[config.mk]
export PLATFORM = sky130hd
export DESIGN_NAME = idv_osc_sweep_seq
export DESIGN_NICKNAME = d
export VERILOG_FILES = /design/src/rtl/idv_osc_pkg.sv /design/src/rtl/idv_dwell_cnt.sv /design/src/rtl/idv_osc_sweep_seq.sv
export SDC_FILE = /design/constraint.sdc
export NUM_CORES = 1
export LEC_CHECK = 0
export BUFFER_PORTS_ARGS = -buffer_cell sky130_fd_sc_hd__buf_4
export CAP_MARGIN = 20
export CORE_MARGIN = 2
export CORE_UTILIZATION = 50
export DETAILED_ROUTE_END_ITERATION = 8
export PLACE_DENSITY = 0.74
export SLEW_MARGIN = 20
export SYNTH_ARGS = -nofsm -noshare
export SYNTH_HDL_FRONTEND = slang
export SYNTH_SLANG_ARGS = --single-unit
[constraint.sdc]
create_clock -name clk -period 7.4 [get_ports clk]
set_clock_uncertainty 0.1 [all_clocks]
set_input_delay 0.37 -clock clk [delete_from_list [all_inputs] [get_ports clk]]
set_output_delay 0.37 -clock clk [all_outputs]
set_load 0.005 [all_outputs]
[src/rtl/idv_osc_pkg.sv]
// Shared constants, state encoding and populated-oscillator map for the IDV sweep sequencer.
// Build option IDV_DEBUG_CLK_SWEEP_EN adds the debug clock passthrough (index 63) to POPULATED_MASK.
package idv_osc_pkg;

    localparam int unsigned NUM_OSC     = 63;
    localparam int unsigned IDX_W       = 6;
    localparam int unsigned DWELL_W     = 16;
    localparam int unsigned WAKE_CYCLES = 4;
    localparam int unsigned GAP_CYCLES  = 2;

    typedef logic [NUM_OSC-1:0] osc_vec_t;

    typedef logic [2:0] state_t;
    localparam state_t ST_IDLE    = 3'd0;
    localparam state_t ST_WAKE    = 3'd1;
    localparam state_t ST_SEARCH  = 3'd2;
    localparam state_t ST_SETTLE  = 3'd3;
    localparam state_t ST_MEASURE = 3'd4;
    localparam state_t ST_GAP     = 3'd5;
    localparam state_t ST_DONE    = 3'd6;

    // Bit i-1 represents oscillator i: physical sites 1-22, 32-40 and 48-51.
    localparam osc_vec_t POP_BASE = osc_vec_t'(22'h3F_FFFF)
                                  | (osc_vec_t'(9'h1FF) << 31)
                                  | (osc_vec_t'(4'hF) << 47);

`ifdef IDV_DEBUG_CLK_SWEEP_EN
    localparam osc_vec_t POPULATED_MASK = POP_BASE | (osc_vec_t'(1) << (NUM_OSC - 1));
`else
    localparam osc_vec_t POPULATED_MASK = POP_BASE;
`endif

    function automatic osc_vec_t idx_onehot(input logic [IDX_W-1:0] idx);
        return (idx == '0) ? '0 : (osc_vec_t'(1) << (idx - IDX_W'(1)));
    endfunction

endpackage

[src/rtl/idv_dwell_cnt.sv]
// Loadable saturating down-counter; tc_o is high during the last cycle of a loaded window.
module idv_dwell_cnt
    import idv_osc_pkg::*;
(
    input  logic               clk,
    input  logic               rst,
    input  logic               load_i,
    input  logic [DWELL_W-1:0] load_val_i,
    output logic               tc_o
);

    logic [DWELL_W-1:0] cnt_q, cnt_d;
    logic               tc_q;

    always_comb begin
        cnt_d = cnt_q;
        if (load_i) begin
            cnt_d = load_val_i;
        end else if (cnt_q != '0) begin
            cnt_d = cnt_q - DWELL_W'(1);
        end
    end

    // Flag is registered from the next count so it lines up with the window's final cycle.
    always_ff @(posedge clk or posedge rst) begin
        if (rst) begin
            cnt_q <= '0;
            tc_q  <= 1'b0;
        end else begin
            cnt_q <= cnt_d;
            tc_q  <= (cnt_d <= DWELL_W'(1));
        end
    end

    assign tc_o = tc_q;

endmodule

[src/rtl/idv_osc_sweep_seq.sv]
// Sweeps the IDV left oscillator bank one oscillator at a time (settle, then gated measure).
// IDV_DEBUG_CLK_SWEEP_EN (via idv_osc_pkg) also sweeps the debug clock at index 63.
module idv_osc_sweep_seq
    import idv_osc_pkg::*;
(
    input  logic               clk,
    input  logic               rst,
    input  logic               start,
    input  logic               abort,
    input  logic [NUM_OSC-1:0] osc_mask,
    input  logic [DWELL_W-1:0] settle_cycles,
    input  logic [DWELL_W-1:0] meas_cycles,
    output logic [NUM_OSC-1:0] enosc,
    output logic               sleep_b,
    output logic               meas_gate,
    output logic               meas_start,
    output logic               meas_end,
    output logic [IDX_W-1:0]   cur_idx,
    output logic               busy,
    output logic               done,
    output logic               aborted
);

    state_t             state_q, state_d;
    osc_vec_t           eff_mask_q, eff_mask_d;
    logic [DWELL_W-1:0] settle_q, settle_d;
    logic [DWELL_W-1:0] meas_q, meas_d;
    logic [IDX_W-1:0]   idx_q, idx_d;
    logic [IDX_W-1:0]   cand_q, cand_d;
    logic               aborted_q, aborted_d;

    osc_vec_t           enosc_q, enosc_d;
    logic               sleep_b_q, sleep_b_d;
    logic               gate_q, gate_d;
    logic               mstart_q, mstart_d;
    logic               mend_q, mend_d;
    logic               busy_q, busy_d;
    logic               done_q, done_d;

    logic               cnt_load;
    logic [DWELL_W-1:0] cnt_val;
    logic               cnt_tc;
    logic               active_q;

    idv_dwell_cnt u_dwell (
        .clk        (clk),
        .rst        (rst),
        .load_i     (cnt_load),
        .load_val_i (cnt_val),
        .tc_o       (cnt_tc)
    );

    assign active_q = (state_q != ST_IDLE) && (state_q != ST_DONE);

    // Next-state and registered-output decode.
    always_comb begin
        state_d    = state_q;
        eff_mask_d = eff_mask_q;
        settle_d   = settle_q;
        meas_d     = meas_q;
        idx_d      = idx_q;
        cand_d     = cand_q;
        aborted_d  = aborted_q;
        cnt_load   = 1'b0;
        cnt_val    = DWELL_W'(1);

        case (state_q)
            ST_IDLE: begin
                if (start) begin
                    eff_mask_d = osc_mask & POPULATED_MASK;
                    settle_d   = (settle_cycles == '0) ? DWELL_W'(1) : settle_cycles;
                    meas_d     = (meas_cycles == '0) ? DWELL_W'(1) : meas_cycles;
                    idx_d      = '0;
                    aborted_d  = 1'b0;
                    state_d    = ST_WAKE;
                end
            end
            ST_WAKE: begin
                if (cnt_tc) begin
                    cand_d  = IDX_W'(1);
                    state_d = ST_SEARCH;
                end
            end
            ST_SEARCH: begin
                // Candidate 0 marks that the last visited index was NUM_OSC.
                if (cand_q == '0) begin
                    state_d = ST_DONE;
                end else if (eff_mask_q[cand_q - IDX_W'(1)]) begin
                    idx_d   = cand_q;
                    state_d = ST_SETTLE;
                end else if (cand_q == IDX_W'(NUM_OSC)) begin
                    state_d = ST_DONE;
                end else begin
                    cand_d = cand_q + IDX_W'(1);
                end
            end
            ST_SETTLE: begin
                if (cnt_tc) state_d = ST_MEASURE;
            end
            ST_MEASURE: begin
                if (cnt_tc) state_d = ST_GAP;
            end
            ST_GAP: begin
                if (cnt_tc) begin
                    cand_d  = (idx_q == IDX_W'(NUM_OSC)) ? '0 : idx_q + IDX_W'(1);
                    state_d = ST_SEARCH;
                end
            end
            ST_DONE: begin
                state_d = ST_IDLE;
            end
            default: begin
                state_d = ST_IDLE;
            end
        endcase

        if (abort && active_q) begin
            aborted_d = 1'b1;
            state_d   = ST_DONE;
        end
        if (state_d == ST_DONE) idx_d = '0;

        if (state_d != state_q) begin
            case (state_d)
                ST_WAKE:    begin cnt_load = 1'b1; cnt_val = DWELL_W'(WAKE_CYCLES); end
                ST_SETTLE:  begin cnt_load = 1'b1; cnt_val = settle_d; end
                ST_MEASURE: begin cnt_load = 1'b1; cnt_val = meas_d; end
                ST_GAP:     begin cnt_load = 1'b1; cnt_val = DWELL_W'(GAP_CYCLES); end
                default:    cnt_load = 1'b0;
            endcase
        end

        // Outputs derive from the next state so every output is a plain register.
        busy_d    = (state_d != ST_IDLE) && (state_d != ST_DONE);
        sleep_b_d = busy_d;
        enosc_d   = ((state_d == ST_SETTLE) || (state_d == ST_MEASURE)) ? idx_onehot(idx_d) : '0;
        gate_d    = (state_d == ST_MEASURE);
        mstart_d  = (state_d == ST_MEASURE) && (state_q != ST_MEASURE);
        mend_d    = (state_q == ST_MEASURE) && (state_d != ST_MEASURE);
        done_d    = (state_d == ST_DONE);
    end

    always_ff @(posedge clk or posedge rst) begin
        if (rst) begin
            state_q    <= ST_IDLE;
            eff_mask_q <= '0;
            settle_q   <= '0;
            meas_q     <= '0;
            idx_q      <= '0;
            cand_q     <= '0;
            aborted_q  <= 1'b0;
            enosc_q    <= '0;
            sleep_b_q  <= 1'b0;
            gate_q     <= 1'b0;
            mstart_q   <= 1'b0;
            mend_q     <= 1'b0;
            busy_q     <= 1'b0;
            done_q     <= 1'b0;
        end else begin
            state_q    <= state_d;
            eff_mask_q <= eff_mask_d;
            settle_q   <= settle_d;
            meas_q     <= meas_d;
            idx_q      <= idx_d;
            cand_q     <= cand_d;
            aborted_q  <= aborted_d;
            enosc_q    <= enosc_d;
            sleep_b_q  <= sleep_b_d;
            gate_q     <= gate_d;
            mstart_q   <= mstart_d;
            mend_q     <= mend_d;
            busy_q     <= busy_d;
            done_q     <= done_d;
        end
    end

    assign enosc      = enosc_q;
    assign sleep_b    = sleep_b_q;
    assign meas_gate  = gate_q;
    assign meas_start = mstart_q;
    assign meas_end   = mend_q;
    assign cur_idx    = idx_q;
    assign busy       = busy_q;
    assign done       = done_q;
    assign aborted    = aborted_q;

endmodule

==> results of run 1 <==
-- cell usage after synthesis (all sizes together) (7+ instances only) --
library cell	count
nor2b	7
o21ai	27
o21a	7
nand3	22
mux2	67
and2	11
a311oi	9
buf	13
nor3	34
nor2	82
nand2	61
and3	8
clkbuf	22
inv	17
xnor2	16
mux2i	18
dfrtp	168
a21oi	30
nor4	23
a31oi	7
-- power by group --
part,switching (uW),internal (uW),total [uW]
clock,411,450,861
combinational,993,736,1730
sequential,188,1190,1380
-- through the flow --
| step | hold slack (ns) | total power, uW | instances | util |
|---|---|---|---|---|
| global placement | 0.376 | 3050 | 1083 | 0.591 |
| floorplan | 0.347 | 2670 | 751 | - |
| finish | 0.00895 | 3970 | 1115 | 0.627 |
| detailed placement | 0.382 | 3100 | 1083 | 0.591 |
| CTS | 0.0523 | 3970 | 1115 | 0.627 |
| global route | 0.0563 | 4230 | 1115 | 0.627 |
-- worst paths after layout --
path	to	startpoint	depth (start not counted)
min reg2reg	settle_q[11]$_DFF_PP0_	settle_q[11]$_DFF_PP0_	1
min in group clk	eff_mask_q[17]$_DFFE_PP0P_	osc_mask[17]	2
max reg2reg	u_dwell.tc_o$_DFF_PP0_	cand_q[0]$_DFFE_PP0P_	13
min	enosc[16]$_DFF_PP0_	rst	2
max in group asynchronous	enosc[5]$_DFF_PP0_	rst	3
max	u_dwell.tc_o$_DFF_PP0_	cand_q[0]$_DFFE_PP0P_	13
-- cell type report --
cell class,instances,share of cell area
timing repair buffer,151,0.114
tap,216,0.0271
clock buffer,17,0.0427
inverter,18,0.00729
multi-input combinational,530,0.372
clock inverter,15,0.0151
sequential,168,0.422
-- sequential cells by signal, indices dropped and copies added, names as in the netlist --
signal and flops:
u_dwell.cnt_q 16, done 1, eff_mask_q 35, meas_start 1
enosc 63, state_q 3, cur_idx 6, aborted 1
u_dwell.tc_o 1, cand_q 6, meas_gate 1, meas_q 16
busy 1, meas_end 1, settle_q 16
-- per-layer routing --
layer  part of all wire  vias to the layer above  GRT usage
li1                   -                     3008          -
met1               0.45                     3112      0.338
met2               0.48                      259      0.381
met3              0.065                       20     0.0509
met4             0.0096                        0     0.0531
met5                  0                        -          0
-- cells by family (layout without fill, tap and decap cells) --
| group | Yosys count | after routing | synth area share |
|---|---|---|---|
| adders and majority gates | 4 | 4 | 0.00616 |
| buffers and inverters | 53 | 201 | 0.0274 |
| DFF | 168 | 168 | 0.518 |
| AOI/OAI and AO/OA | 140 | 140 | 0.130 |
| xor gates and xnor gates | 22 | 22 | 0.0246 |
| muxes | 90 | 90 | 0.130 |
| and+or+nand+nor | 274 | 274 | 0.164 |
-- worst register-to-register path: stages, from the launching register on --
cell      delay (ns)
dfrtp_1         0.65
inv_1           0.23
ha_1            0.75
mux4_2          0.40
nand2_1         0.08
a21boi_0        0.09
a311oi_1        0.50
a21oi_2         0.16
o31ai_4         0.24
buf_4           0.37
mux2i_1         0.88
mux2_2          0.43
nor4_1          0.23
and4_1          0.21
==> run metrics, run 1 <==
status completed; critical path endpoint category flip-flop; final hold vios 0; # DRC 0; row count 46; fraction of registers with async set/reset 1.00; post-synthesis sequential area ratio 0.518; Die Ht 131 um; Via Count 6399; buffer and inverter count on the worst path 2; Synth area leaders dfrtp_1 52%, mux2_2 9.3%, nor2_1 3.7%; Seq. cell area 0.00420 sq mm; slowest stage delay, CP 0.87 ns; Yosys top cell area share 0.518; CP Launch Type flip-flop; Skew-Pair Late Insertion Delay 0.43 ns; commonest non-fill, non-tap cell in the layout dfrtp_1; H-tree levels 4; Gate Count Post-Synth 751; Routed Antenna Nets 0; Die W 131 um; Clock Path Buffers 2; clock root buffer clkbuf_16; Initial Utilization 0.511; post-CTS sizing 0; core region area 0.0159 sq mm; final setup vio count 0; min setup slack post-route 2.04 ns; Place WS 2.09 ns; PortBufs 146; post-route cell area 0.00996 sq mm; Setup Fix Bufs, Post-CTS 0; Post-synth top flop dfrtp_1; Syn Area/Cell 10.8 sq um; die area 0.0173 sq mm; crit path time final roughly 5.4 ns; global-route wire length before repair about 33000 um; Final Max Tran Viols 0; Fillers between 1k and 1.5k; flops & latches, synth about 170; critical path class reg2reg; Worst Path Required 7.67 ns; hpwl dp about 14000 um; clock buffer count from CTS 17; Min-Delay Path Class in2async; grt total ovfl 0; Pleak 0.00445 uW; antenna diode count 0; post-synth net total 854; Post-synth EDFFs 0; Slew @ Worst Pin 0.986 ns; PwrDens 398 mW/mm^2; commonest non-fill, non-tap cells in the layout 168 x dfrtp_1, 151 x buf_4, 81 x nor2_1, 67 x mux2_2, 61 x nand2_1; mapped cell area 0.00812 sq mm; Total GRT Usage 0.239; Final #Nets 989; routed vias/inst about 5.7; Placer Congestion about 0.9; Max rail drop VDD 0.206 mV; max cap viols 0; share of post-route cells with drive strength above 1 0.319; CTS Sinks 168; fin crit share 0.725; initial drt markers 533; initial antenna violation count 0; r2r setup slk 2.04 ns; Synth Warn # 0; Post-Route Setup TNS 0 ns; unrepaired setup endpoints after global routing no; DRT Wirelength 19900 um; I/O pin count approximately 180; vias in the first global route 6441; critical path's top delay family multiplexers; Slew headroom 0.324; Worst Path Arrival 5.63 ns; DR pass1 iterations 5; post-synthesis cell type count 80; largest net degree at the start of global routing 100; worst-path cell chain inv_1, ha_1, mux4_2, nand2_1, a21boi_0, a311oi_1, a21oi_2, o31ai_4, buf_4, mux2i_1, mux2_2, nor4_1, and4_1; FMAX 0.186 GHz; CTS tree yes; Multi-input gate area 0.00370 sq mm; Layout Area Growth over Synthesis 22.6%; Routed wire per std cell 17.8 um; CP max stage cell mux2i_1; post-placement cell area 0.00938 sq mm; crit path max fanout 32; CTS Hold Bufs 0; Synth area leader dfrtp_1; clock slew at reported path FFs 0.07 ns
Note: power is estimated with default switching activity, not from simulation.
==> run 2: changes to the inputs <==
--- a/config.mk
+++ b/config.mk
@@ -10,7 +10,7 @@
 export CORE_MARGIN = 2
 export CORE_UTILIZATION = 50
 export DETAILED_ROUTE_END_ITERATION = 8
-export PLACE_DENSITY = 0.74
+export PLACE_DENSITY = 0.77
 export SLEW_MARGIN = 20
 export SYNTH_ARGS = -nofsm -noshare
 export SYNTH_HDL_FRONTEND = slang
==> constraint.sdc (replaced) <==
create_clock -name clk -period 4.5 [get_ports clk]
set_clock_uncertainty 0.1 [all_clocks]
set_input_delay 0.225 -clock clk [delete_from_list [all_inputs] [get_ports clk]]
set_output_delay 0.225 -clock clk [all_outputs]
set_load 0.005 [all_outputs]
==> run 2 against run 1 <==
  * The flow now finishes with violations (hold timing)
  * Final cell count rose by 6.6%
  * Clock power rose by 60%
  * Power rose by 68%
  * Sequential cell count unchanged
  * Core utilization up 4.6 points
  * Clock-buffer cell count is the same
  * Cell area increased by 7.4%
  * Combinational power grew 75%
  * Critical endpoint is now enosc[50]$_DFF_PP0_
  * Largest cell class unchanged
==> run metrics, run 2 (synthesis results as in run 1) <==
Die W 131 um; fin crit share 0.929; Die Ht roughly 130 um; top layer in use met4; Worst Path Arrival 4.41 ns; routed vias/inst roughly 5.6; die area 0.0173 sq mm; vias in the first global route 6741; dpl cells about 1.1k; PortBufs 146; sw frac 0.396; share of post-route cells with drive strength above 1 0.306; global-route wire length before repair 34400 um; Skew-Pair Late Insertion Delay 0.43 ns; Routed wire per std cell 18.0 um; Final #Nets 1063; Net Sw Power 2630 uW; buffer and inverter count on the worst path 2; grt total ovfl 0; final setup vio count 0; Slew headroom 0.424; final hold vios 36; Post-Route Setup TNS 0 ns; M1 WL between 9000 and 10000 um; Overall Power 6640 uW; critical path's top delay family compound AO/OA/AOI/OAI gates; met3 WL ~1000 um; Setup Fix Bufs, Post-CTS 0; Layout Area Growth over Synthesis 31.7%; H-tree levels 4; Min-Delay Path Class in2async; Combinational Power Share 0.455; worst-path cell chain inv_1, ha_2, xor2_4, mux4_1, o21a_1, o211ai_1, a21oi_2, o31ai_4, buf_4, mux2i_1, nor2_1, o31ai_4, nor3_1; crit path max fanout 31; Int Power 4010 uW; row count 46; initial drt markers approximately 590; CP max stage cell mux4_1; PwrDens 621 mW/mm^2; Clock Path Buffers 2; Placer Congestion 0.901; Via Count 6692; FMAX 0.239 GHz; Worst Path Required roughly 4.7 ns; crit path time final 4.18 ns; failing checks hold timing; DRT Wirelength 21400 um; commonest non-fill, non-tap cells in the layout 168 x dfrtp_1, 159 x buf_4, 81 x nor2_1, 67 x mux2_2, 65 x dlygate4sd3_1; Seq pwr share 0.337; status finished, violations left; CTS tree yes; core region area about 0.016 sq mm; I/O pin count 175; hpwl dp 14200 um; CP Launch Type flip-flop; Initial Utilization 0.511; max cap viols 0; CP most frequent cell o31ai_4; commonest non-fill, non-tap cell in the layout dfrtp_1; initial antenna violation count 1; Pleak 0.00477 uW; CTS Sinks 168; Final Max Tran Viols 0; number of flip-flops in the largest register 63; # DRC 0; critical path endpoint category flip-flop; critical path class reg2reg; DR WL met2 10700 um; Fillers around 1.2k; clock slew at reported path FFs 0.07 ns; DR pass1 iterations 5; slowest stage delay, CP 0.60 ns; clock root buffer clkbuf_16; clock buffer count from CTS 17; hold_ws -0.0166 ns; Total GRT Usage 0.250; non-filler cells, final 1189; Routed Antenna Nets 0; largest net degree at the start of global routing 169; Slew @ Worst Pin 0.864 ns; clock share of power 0.208; unrepaired setup endpoints after global routing no; Max rail drop VDD 0.344 mV
## run 2: cell types whose count changed in the layout (fill, tap and decap cells not counted), sizes merged
cell         change
diode            +1
buf              +9
clkinv           +7
clkinvlp         -1
inv              -8
bufinv           +1
dlygate4sd3     +65
## run 2: through the flow
step / setup WS, ns / cell area [sq um] / utilization
finish: 0.320 / 10700 / 0.673
global route: 0.0947 / 10700 / 0.673
detailed placement: 0.190 / 9460 / 0.595
floorplan: 0.561 / 8130 / -
global placement: 0.283 / 9460 / 0.595
CTS: 0.178 / 10700 / 0.671
## run 2: worst register-to-register path: cells and delay by family, from the launching register on
family | cells | cell delay [ns]
buf+inv | 2 | 0.46
simple gates | 2 | 0.65
compound gates | 5 | 1.04
xor+xnor | 1 | 0.34
fa+ha+maj | 1 | 0.29
mux | 2 | 0.81
flops | 1 | 0.39
## run 2: area by class of cell
type | count | area, sq um | area share
sequential | 168 | 4200 | 0.393
multi-input combinational | 530 | 3730 | 0.349
timing repair buffer | 225 | 1860 | 0.174
clock buffer | 17 | 425 | 0.0398
tap | 216 | 270 | 0.0253
clock inverter | 14 | 124 | 0.0116
inverter | 18 | 71.3 | 0.00667
antenna | 1 | 2.50 | 0.000234
## run 2: routing by layer
layer | up-vias | GRT usage
li1 | 3151 | -
met1 | 3258 | 0.329
met2 | 233 | 0.410
met3 | 50 | 0.0475
met4 | 0 | 0.103
met5 | - | 0
## run 2: path summary, 6_finish.rpt
kind	from	cells after the start	endpoint	slack (ns)
max in group asynchronous	rst	3	eff_mask_q[14]$_DFFE_PP0P_	3.74
min reg2reg	meas_q[10]$_DFF_PP0_	1	meas_q[10]$_DFF_PP0_	0.40
min	rst	3	enosc[16]$_DFF_PP0_	-0.02
max	cand_q[0]$_DFFE_PP0P_	13	enosc[50]$_DFF_PP0_	0.32
min in group clk	abort	2	aborted$_DFFE_PP0P_	0.04
max reg2reg	cand_q[0]$_DFFE_PP0P_	13	enosc[50]$_DFF_PP0_	0.32
## run 2: power groups by stage
stage | clock [uW] | combinational, uW | sequential, uW
4_1_cts | 1390 | 2950 | 2230
2_1_floorplan | 0 | 2240 | 2150
6_report | 1380 | 3030 | 2240
3_3_place_gp | 0 | 2820 | 2230
3_5_place_dp | 0 | 2890 | 2250
5_1_grt | 1460 | 3280 | 2290
## run 2: repair_timing
action | 4_1_cts | 5_1_grt
hold buffers | 65 | 0
endpoints found under the setup margin | 0 | 28
hold endpoints to repair | 65 | 0
resized for setup | 0 | 4
